## config.mk

```make
export PLATFORM = sky130hd
export DESIGN_NAME = fibo_seq_gen
export DESIGN_NICKNAME = d
export VERILOG_FILES = /design/src/rtl/fibo_seq_gen.sv
export SDC_FILE = /design/constraint.sdc
export NUM_CORES = 1
export LEC_CHECK = 0
export CAP_MARGIN = 20
export CELL_PAD_IN_SITES_DETAIL_PLACEMENT = 0
export CELL_PAD_IN_SITES_GLOBAL_PLACEMENT = 1
export CORE_ASPECT_RATIO = 0.75
export CORE_MARGIN = 5
export CORE_UTILIZATION = 41
export DETAILED_ROUTE_END_ITERATION = 10
export PLACE_DENSITY_LB_ADDON = 0.1
export SLEW_MARGIN = 0
export SYNTH_ARGS = -nofsm -noshare
export SYNTH_HDL_FRONTEND = slang
export SYNTH_SLANG_ARGS = --single-unit
```

## constraint.sdc

```tcl
create_clock -name clk -period 3.1 [get_ports clk]
set_input_delay 0.465 -clock clk [delete_from_list [all_inputs] [get_ports clk]]
set_output_delay 0.465 -clock clk [all_outputs]
set_load 0.03 [all_outputs]
```

## src/rtl/fibo_seq_gen.sv

```systemverilog
// fibo_seq_gen: emits a Fibonacci-style sequence from two seeds over a valid/ready port,
// with optional term count, hold, and a sticky wrap flag.
module fibo_seq_gen #(
    parameter int WIDTH = 8,
    parameter int CNT_W = 8
) (
    input  logic             clk,
    input  logic             rst,
    input  logic             i_start,
    input  logic             i_hold,
    input  logic [WIDTH-1:0] i_seed_a,
    input  logic [WIDTH-1:0] i_seed_b,
    input  logic [CNT_W-1:0] i_n_terms,
    output logic [WIDTH-1:0] o_out_data,
    output logic             o_out_valid,
    input  logic             i_out_ready,
    output logic             o_busy,
    output logic             o_done,
    output logic             o_ovf
);
    typedef enum logic [1:0] {IDLE, RUN, DONE} state_t;
    state_t r_state, w_next;
    logic [WIDTH-1:0] r_a, r_b;
    logic [CNT_W-1:0] r_cnt, r_len;
    logic             r_ovf;
    logic [WIDTH:0]   w_sum;
    logic             w_xfer, w_last;
    assign w_sum       = {1'b0, r_a} + {1'b0, r_b};
    assign o_out_valid = (r_state == RUN) && !i_hold;
    assign w_xfer      = o_out_valid && i_out_ready && !i_start;
    assign w_last      = (r_len != '0) && (r_cnt == r_len - CNT_W'(1));
    assign o_out_data  = r_a;
    assign o_busy      = r_state == RUN;
    assign o_done      = r_state == DONE;
    assign o_ovf       = r_ovf;
    always_ff @(posedge clk or posedge rst) begin
        if (rst) r_state <= IDLE;
        else     r_state <= w_next;
    end
    always_comb begin
        w_next = r_state;
        if (i_start) w_next = RUN;
        else if (w_xfer && w_last) w_next = DONE;
    end
    // The final term's transfer leaves a/b/cnt parked; only the wrap flag still updates.
    always_ff @(posedge clk or posedge rst) begin
        if (rst) begin
            r_a   <= '0;
            r_b   <= '0;
            r_cnt <= '0;
            r_len <= '0;
            r_ovf <= 1'b0;
        end else if (i_start) begin
            r_a   <= i_seed_a;
            r_b   <= i_seed_b;
            r_cnt <= '0;
            r_len <= i_n_terms;
            r_ovf <= 1'b0;
        end else if (w_xfer) begin
            r_ovf <= r_ovf | w_sum[WIDTH];
            if (!w_last) begin
                r_a   <= r_b;
                r_b   <= w_sum[WIDTH-1:0];
                r_cnt <= r_cnt + CNT_W'(1);
            end
        end
    end
endmodule

```

==> results of run 1 <==
synthesized netlist by cell type, drive strengths merged (6+ instances only):
library cell / n / share of area [%]
mux2: 11 / 5.1
nand4: 8 / 2.1
a21o: 6 / 1.8
nor2b: 14 / 3.6
o21ai: 7 / 1.9
ha: 11 / 5.6
o211ai: 17 / 7.1
a21oi: 9 / 1.8
nand3: 19 / 3.9
nand2: 20 / 3.1
buf: 8 / 2.3
clkbuf: 9 / 1.4
xnor2: 8 / 2.9
dfrtp: 35 / 36
inv: 9 / 1.4
nor2: 12 / 1.8
layout make-up:
type,instances,share of cell area [%]
Clock buffer,8,3.318
Inverter,9,1.120
Multi-Input combinational cell,191,47.70
Sequential cell,35,29.03
Tap cell,78,3.235
Timing Repair Buffer,50,15.60
path summary, 6_finish.rpt:
path                       slack [ns]         end  startpoint  cells after the start
max                              0.50    r_cnt[2]    r_len[0]                      8
min                              0.54  r_state[1]  r_state[1]                      1
max reg2reg                      0.50    r_cnt[2]    r_len[0]                      8
min reg2reg                      0.54  r_state[1]  r_state[1]                      1
max in group asynchronous        2.18    r_cnt[3]         rst                      3
min in group asynchronous        0.59  r_state[0]         rst                      3
metal layers:
layer	GRT usage, %	share of wire, %	up-vias
met3	3.898	5.9	5
li1	-	-	1008
met4	4.366	0.93	0
met2	23.26	40	57
met1	27.47	53	945
met5	0	0	-
through the flow:
stage                     hold slack (ns)  power (W)  util [%]  worst slack (ns)
after floorplan                    0.5012  0.0008336         -            0.4019
after global placement             0.5333  0.0009703     50.32            0.6085
after detailed placement           0.5271  0.0009696     50.32            0.5198
after CTS                          0.5435   0.001351     52.05            0.4996
after global routing               0.5890   0.001431     52.05            0.2701
final                              0.5415   0.001340     52.05            0.4961
worst max-delay path, delay by kind of cell, from the launching register on:
| family | cells | cell delay (ns) |
|---|---|---|
| AOI/OAI and AO/OA | 4 | 1.24 |
| adders and majority gates | 1 | 0.21 |
| buffers and inverters | 1 | 0.09 |
| DFF | 1 | 0.39 |
| muxes | 1 | 0.35 |
| and+or+nand+nor | 1 | 0.19 |
state kept, by name, indices dropped and copies added, names as in the netlist:
| name | cells |
|---|---|
| o_out_data | 8 |
| o_ovf | 1 |
| r_b | 8 |
| r_cnt | 8 |
| r_len | 8 |
| r_state | 2 |
cells by family after synthesis:
kind of cell,count (synthesis)
xor gates and xnor gates,13
adders and majority gates,12
buffers and inverters,26
and+or+nand+nor,90
AOI/OAI and AO/OA,65
muxes,11
DFF,35
power breakdown:
| part | internal [W] | switching [W] |
|---|---|---|
| Combinational | 0.000192 | 0.000235 |
| Sequential | 0.000497 | 0.0000406 |
| Clock | 0.000203 | 0.000172 |
| Total | 0.000892 | 0.000448 |
==> flow_metrics.py, run 1 <==
metrics = {
    "cells_and_area": {
        "antenna_cells": 0,
        "drive_above_1_share_pct": 13.65,
        "fin_nets": 333,
        "stdcell_count": 371,
        "syn_to_final_growth_pct": 23.70,
        "layout_commonest_cell": "clkdlybuf4s50_1",
        "fillers": 535,
        "layout_common_cells": "clkdlybuf4s50_1 (39), dfrtp_1 (35), nand2_1 (20), nand3_1 (19), nor2b_1 (14)",
        "register_area_um2": 875.8,
        "final_cell_area_um2": 3017,
        "multiInputGateArea_um2": 1439,
    },
    "route": {
        "vias": 2015,
        "via_per_inst": 5.431,
        "first_iter_violations": 130,
        "wirelength_um": 6016,
        "routedWlPerCell_um": 16.22,
        "ant_nets": 0,
        "drcViolationCount": 0,
        "drt_pre_antenna_iters": 4,
    },
    "placed_design": {
        "dp_hpwl_um": 4374,
        "dp_cells": 363,
        "place.gp.congestion": 0.8121,
        "portBuffers": 40,
        "postPlaceCellArea_um2": 2917,
    },
    "yosys": {
        "synth_warnings": 0,
        "synth_edf_count": 0,
        "synth_compound_area_share_pct": 22.58,
        "ys.flop_type": "dfrtp_1",
        "syn_inst": 252,
        "ys_ff_latch": 35,
        "ys_types": 52,
        "synth_area_um2": 2439,
        "synth_adder_area_share_pct": 6.465,
        "synthArstFlopShare_pct": 100.0,
        "synth_mux_area_share_pct": 5.080,
        "synth_xor_area_share_pct": 4.669,
        "avgSynthCellArea_um2": 9.677,
        "synth-simple-area-share_pct": 20.22,
        "synth_top_family_by_area": "compound AO/OA/AOI/OAI gates",
        "ys_seq_area_share_pct": 35.92,
        "synth_nets": 293,
    },
    "clock_tree": {
        "tritoncts": "done",
        "root_buffer": "clkbuf_8",
        "post_cts_resized": 0,
        "cts-htree-levels": 2,
        "cts_buffers": 5,
        "clk_latency_ns": 0.29,
        "clkTransAtPathRegs_ns": 0.07,
        "cts_buffer_depth": 2,
        "cts_setup_buffers": 0,
        "cts_sinks": 35,
        "postCtsHoldBufs": 0,
    },
    "worst_setup_path": {
        "path_cells": "inv_1, ha_1, nand2b_1, a21oi_1, o31a_1, a2111o_4, o211ai_1, mux2_1",
        "start_kind": "register",
        "critPathSlowestCell": "a2111o_4",
        "crit_type": "reg -> reg",
        "path_max_fanout": 15,
        "cp_slowest_stage_delay_ns": 0.64,
        "critical_path.endpoint_type": "register",
        "required_ns": 3.27,
        "worstPathArrival_ns": 2.77,
    },
    "timing": {
        "relSlewSlack_pct": 61.13,
        "setup_violations": 0,
        "skew_ns": 0.005385,
        "fmax_mhz": 384.0,
        "tightest_slew_ns": 0.5830,
        "rsz0062_at_grt": "no",
        "final-hold-violation-count": 0,
        "period_share_pct": 84.00,
        "fin_setup_tns_ns": 0,
        "min_period_ns": 2.604,
        "report.final.slew_viol_count": 0,
    },
    "global_routing": {
        "grt_pass1_vias": 2040,
        "grt_pass1_wl_um": 10620,
        "grt_remaining_overflow": 0,
        "grt_max_degree": 36,
        "grt_antenna_before_repair": 0,
        "gr-usage-all-layers_pct": 17.33,
    },
    "power_and_ir_drop": {
        "peakVddDrop_mv": 0.2825,
        "power.density_nw_per_um2": 444.1,
        "leakage_nw": 1.282,
    },
    "floorplan": {
        "die_w_um": 99.05,
        "die-area_um2": 7606,
        "num_io_pins": 41,
        "core_um2": 5796,
        "start_util_pct": 42.08,
        "die_h_um": 76.79,
        "rows": 24,
    },
    "hold_path": {
        "hold_path.class": "reg -> reg",
    },
    "status": {
        "status": "complete, no violations",
    },
    "run": {
        "max-cap-violations": 0,
    },
}
Power figures use the tool's default switching activity.
==> run 2: changes to the inputs <==
- clock period: 3.1 -> 2.6 ns (I/O delays scaled with it)
==> run 2 against run 1 <==
Effect of this change: sequential share of layout area down 0.95 points; first-iteration DRC count down 11%; sequential cell count unchanged; clock-buffer cell count down 2; routed wire length down 0.78%; via count up 0.94%.
==> flow_metrics.py, run 2 (same netlist as run 1, synthesis figures left out) <==
metrics = {
    "status": {
        "status": "complete, no violations",
    },
    "route": {
        "drt_pre_antenna_iters": 4,
        "first_iter_violations": 116,
        "via_per_inst": 5.395,
        "drcViolationCount": 0,
        "routedWlPerCell_um": 15.83,
        "ant_nets": 0,
        "vias": 2034,
        "wirelength_um": 5969,
    },
    "power_and_ir_drop": {
        "peakVddDrop_mv": 0.2319,
        "switching_share_pct": 32.00,
        "p_clk_share_pct": 29.0,
        "seqPwrFrac_pct": 39.1,
        "share_comb_of_total_power_pct": 31.8,
        "p_sw_w": 0.0005239,
        "power.density_nw_per_um2": 524.9,
        "internal_power_w": 0.001113,
        "leakage_nw": 1.330,
    },
    "worst_setup_path": {
        "path_cells": "inv_2, ha_4, or3b_4, nand3b_1, a211o_1, a2111o_4, buf_12, buf_4, o211ai_2, nand3_1",
        "start_kind": "register",
        "worstSetupStartpoint": "r_len[0]",
        "path_buf_inv": 3,
        "cp_slowest_stage_delay_ns": 0.56,
        "critPathSlowestCell": "a2111o_4",
        "worstPathArrival_ns": 2.69,
        "path_max_fanout": 6,
        "crit_type": "reg -> reg",
        "rr_endpoint": "o_out_data[0]",
        "cp_top_family": "compound AO/OA/AOI/OAI gates",
        "reg2reg_slack_ns": 0.08,
        "reg2reg_depth": 10,
        "critical_path.endpoint_type": "register",
        "r2r-start": "r_len[0]",
        "required_ns": 2.77,
    },
    "global_routing": {
        "grt_max_degree": 36,
        "grt_pass1_wl_um": 10240,
        "grt_remaining_overflow": 0,
        "grt_pass1_vias": 1992,
        "gr-usage-all-layers_pct": 16.43,
        "grt_antenna_before_repair": 0,
    },
    "floorplan": {
        "die-area_um2": 7606,
        "rows": 24,
        "start_util_pct": 42.08,
        "die_w_um": 99.05,
        "die_h_um": 76.79,
        "core_um2": 5796,
        "num_io_pins": 41,
    },
    "cells_and_area": {
        "fin_nets": 340,
        "drive_above_1_share_pct": 17.06,
        "layout_common_cells": "clkdlybuf4s50_1 (39), dfrtp_1 (35), nand2_1 (20), nand3_1 (19), buf_4 (16)",
        "layout_commonest_cell": "clkdlybuf4s50_1",
        "fillers": 535,
        "antenna_cells": 0,
        "syn_to_final_growth_pct": 27.91,
        "stdcell_count": 377,
    },
    "placed_design": {
        "portBuffers": 40,
        "dp_cells": 365,
        "dp_hpwl_um": 4381,
        "pre_cts_slack_ns": 0.08485,
        "place.gp.congestion": 0.7947,
    },
    "timing": {
        "setup_ws_ns": 0.08072,
        "skew_ns": 0.003790,
        "hold_ws_ns": 0.5041,
        "report.final.slew_viol_count": 0,
        "final-hold-violation-count": 0,
        "period_share_pct": 96.90,
        "fmax_mhz": 396.9,
        "rsz0062_at_grt": "yes",
        "relSlewSlack_pct": 63.99,
        "setup_violations": 0,
        "tightest_slew_ns": 0.5401,
        "min_period_ns": 2.519,
    },
    "clock_tree": {
        "tritoncts": "done",
        "cts_buffer_depth": 2,
        "clk_latency_ns": 0.29,
        "root_buffer": "clkbuf_8",
        "cts_buffers": 5,
        "clkTransAtPathRegs_ns": 0.07,
        "cts-htree-levels": 2,
        "cts_sinks": 35,
    },
    "hold_path": {
        "hold_path.class": "in -> async",
    },
    "run": {
        "max-cap-violations": 0,
    },
}
run 2: area by class of cell:
class,count,area (um^2),share of cell area [%]
Tap cell,78,97.59,3.129
Inverter,9,33.78,1.083
Clock buffer,6,72.57,2.327
Timing Repair Buffer,57,535.5,17.17
Multi-Input combinational cell,191,1474,47.25
Clock inverter,1,30.03,0.9627
Sequential cell,35,875.8,28.08
run 2: how the worst max path moves through the flow:
stage | end | slack [ns] | depth (start not counted)
after detailed placement | r_cnt[2] | 0.08 | 8
after global placement | r_cnt[2] | 0.15 | 8
after floorplan | r_cnt[2] | 0.30 | 7
final | o_out_data[0] | 0.08 | 10
after global routing | r_cnt[2] | -0.02 | 8
after CTS | r_cnt[2] | 0.07 | 8
run 2: per-layer routing:
layer | up-vias | GRT usage (%) | part of all wire [%]
met1 | 962 | 25.68 | 52
li1 | 1021 | - | -
met3 | 8 | 3.898 | 5.5
met2 | 43 | 22.32 | 41
met4 | 0 | 4.093 | 0.99
met5 | - | 0 | 0
run 2: per-stage QoR:
stage          TNS [ns]  instance area, um^2  power (W)  util, %
6_report              0                 3119   0.001637    53.82
5_1_grt        -0.02475                 3119   0.001739    53.82
4_1_cts               0                 3039   0.001646    52.44
3_5_place_dp          0                 2937   0.001157    50.67
3_3_place_gp          0                 2937   0.001158    50.67
2_1_floorplan         0                 2444  0.0009942        -
run 2: what timing repair did:
action | in CTS | in global routing
buffers inserted | 0 | 5
hold endpoints to repair | 0 | 0
endpoints found under the setup margin | 0 | 4
hold buffers | 0 | 0
resized for setup | 0 | 6
run 2: worst min-delay path, delay by kind of cell:
kind     cells  cell delay, ns
buf+inv      3            0.84
run 2: power groups by stage:
stage               clock network [W]  registers, W  logic (W)
floorplan                           0      0.000668   0.000326
CTS                          0.000495      0.000640   0.000512
finish                       0.000475      0.000641   0.000521
global placement                    0      0.000649   0.000509
global route                 0.000510      0.000650   0.000579
detailed placement                  0      0.000650   0.000506
==> run 3: changes to the inputs <==
- SETUP_SLACK_MARGIN: default -> 0.2
==> run 3 against run 2 <==
Effect of this change: cell area is 1.2% higher; routed wire length rose by 1.5%; critical path depth fell by 1; clock-buffer cell count stayed put; worst setup slack gained 0.027 ns; core utilization rose by 0.67 points; cell count is 0.27% higher; register-to-register slack gained 0.03 ns; largest power group unchanged; sequential share of layout area down 0.34 points; largest cell class unchanged.
==> flow_metrics.py, run 3 (same netlist as run 1, synthesis figures left out) <==
metrics = {
    "status": {
        "status": "complete, no violations",
    },
    "timing": {
        "setup_violations": 0,
        "fin_setup_tns_ns": 0,
        "min_period_ns": 2.492,
        "fmax_mhz": 401.3,
        "rsz0062_at_grt": "yes",
        "relSlewSlack_pct": 62.46,
        "period_share_pct": 95.85,
        "skew_ns": 0.003943,
        "final-hold-violation-count": 0,
        "report.final.slew_viol_count": 0,
        "tightest_slew_ns": 0.5631,
    },
    "route": {
        "ant_nets": 0,
        "wirelength_um": 6061,
        "drt_pre_antenna_iters": 4,
        "first_iter_violations": 150,
        "vias": 2061,
        "drcViolationCount": 0,
        "via_per_inst": 5.452,
        "routedWlPerCell_um": 16.03,
    },
    "global_routing": {
        "grt_pass1_vias": 2002,
        "grt_remaining_overflow": 0,
        "gr-usage-all-layers_pct": 16.49,
        "grt_antenna_before_repair": 0,
        "grt_max_degree": 36,
        "grt_pass1_wl_um": 10270,
    },
    "hold_path": {
        "hold_path.class": "in -> async",
    },
    "clock_tree": {
        "cts_buffer_depth": 2,
        "clkTransAtPathRegs_ns": 0.07,
        "tritoncts": "done",
        "clk_latency_ns": 0.29,
        "cts_sinks": 35,
        "cts_buffers": 5,
        "cts-htree-levels": 2,
        "root_buffer": "clkbuf_8",
        "postCtsHoldBufs": 0,
    },
    "worst_setup_path": {
        "critical_path.endpoint_type": "register",
        "critPathSlowestCell": "a2111o_4",
        "cp_top_family": "compound AO/OA/AOI/OAI gates",
        "worstSetupStartpoint": "r_len[0]",
        "path_max_fanout": 7,
        "start_kind": "register",
        "crit_type": "reg -> reg",
        "r2r-start": "r_len[0]",
        "required_ns": 2.75,
        "path_cells": "inv_2, ha_4, or3b_4, nand3b_1, a211o_1, a2111o_4, buf_12, o21ai_4, o311ai_1",
        "worstPathArrival_ns": 2.64,
        "cp_slowest_stage_delay_ns": 0.52,
        "path_buf_inv": 2,
    },
    "cells_and_area": {
        "drive_above_1_share_pct": 19.00,
        "fillers": 530,
        "stdcell_count": 378,
        "layout_common_cells": "clkdlybuf4s50_1 (39), dfrtp_1 (35), nand2_1 (20), nand3_1 (19), buf_4 (15)",
        "post-route-util_pct": 54.49,
        "antenna_cells": 0,
        "fin_nets": 341,
        "register_area_um2": 875.8,
        "syn_to_final_growth_pct": 29.50,
        "multiInputGateArea_um2": 1494,
        "layout_commonest_cell": "clkdlybuf4s50_1",
    },
    "power_and_ir_drop": {
        "leakage_nw": 1.343,
        "peakVddDrop_mv": 0.2274,
        "power.density_nw_per_um2": 523.5,
    },
    "run": {
        "max-cap-violations": 0,
    },
    "floorplan": {
        "core_um2": 5796,
        "die_w_um": 99.05,
        "die-area_um2": 7606,
        "num_io_pins": 41,
        "die_h_um": 76.79,
        "rows": 24,
        "start_util_pct": 42.08,
    },
    "placed_design": {
        "portBuffers": 40,
        "dp_cells": 365,
        "dp_hpwl_um": 4381,
        "place.gp.congestion": 0.7947,
    },
}
[run 3: changes by cell type in the layout (fill, tap and decap cells not counted), sizes merged]
| cell | delta |
|---|---|
| buf | +1 |
[run 3: through the flow]
step                      area [um^2]  hold WS [ns]  setup slack, ns  total power (W)
after floorplan                  2444        0.5099           0.3004        0.0009942
after global placement           2937        0.5477           0.1505         0.001158
after CTS                        3062        0.5253           0.1315         0.001650
after detailed placement         2937        0.5535          0.08485         0.001157
after global routing             3158        0.5786          0.03109         0.001750
final                            3158        0.5035           0.1080         0.001653
[run 3: layout make-up]
class                           count  area share, %
Multi-Input combinational cell    191          47.31
Sequential cell                    35          27.73
Timing Repair Buffer               58          17.55
Tap cell                           78          3.090
Clock buffer                        6          2.298
Inverter                            9          1.070
Clock inverter                      1         0.9509
[run 3: final timing paths]
check	end	slack, ns	cells after the start
min	r_cnt[4]	0.50	3
max	r_b[2]	0.11	9
min reg2reg	r_state[0]	0.56	2
min in group clk	r_state[0]	0.56	2
max in group asynchronous	r_cnt[5]	1.76	3
max reg2reg	r_b[2]	0.11	9
[run 3: worst min-delay path, cell delays in order]
cell,delay [ns]
clkdlybuf4s50_1,0.39
inv_1,0.05
buf_4,0.40
[run 3: where the power goes]
group / internal, W / leakage [nW] / switching, W / total (W)
Combinational: 0.000246 / 0.854 / 0.000288 / 0.000534
Clock: 0.000281 / 0.0513 / 0.000197 / 0.000478
Sequential: 0.000593 / 0.438 / 0.0000489 / 0.000642
Total: 0.00112 / 1.34 / 0.000533 / 0.00165
[run 3: layer usage]
metal | GRT usage, % | vias up | part of all wire, %
met5 | 0 | - | 0
met4 | 4.093 | 0 | 0.97
met3 | 3.898 | 8 | 4.7
met2 | 22.45 | 39 | 41
met1 | 25.73 | 992 | 54
li1 | - | 1022 | -
[run 3: what timing repair did]
| item | CTS | global route |
|---|---|---|
| endpoints found under the setup margin | 16 | 26 |
| pin swaps | 1 | 15 |
| gates resized for setup | 1 | 13 |
| buffers inserted | 3 | 3 |
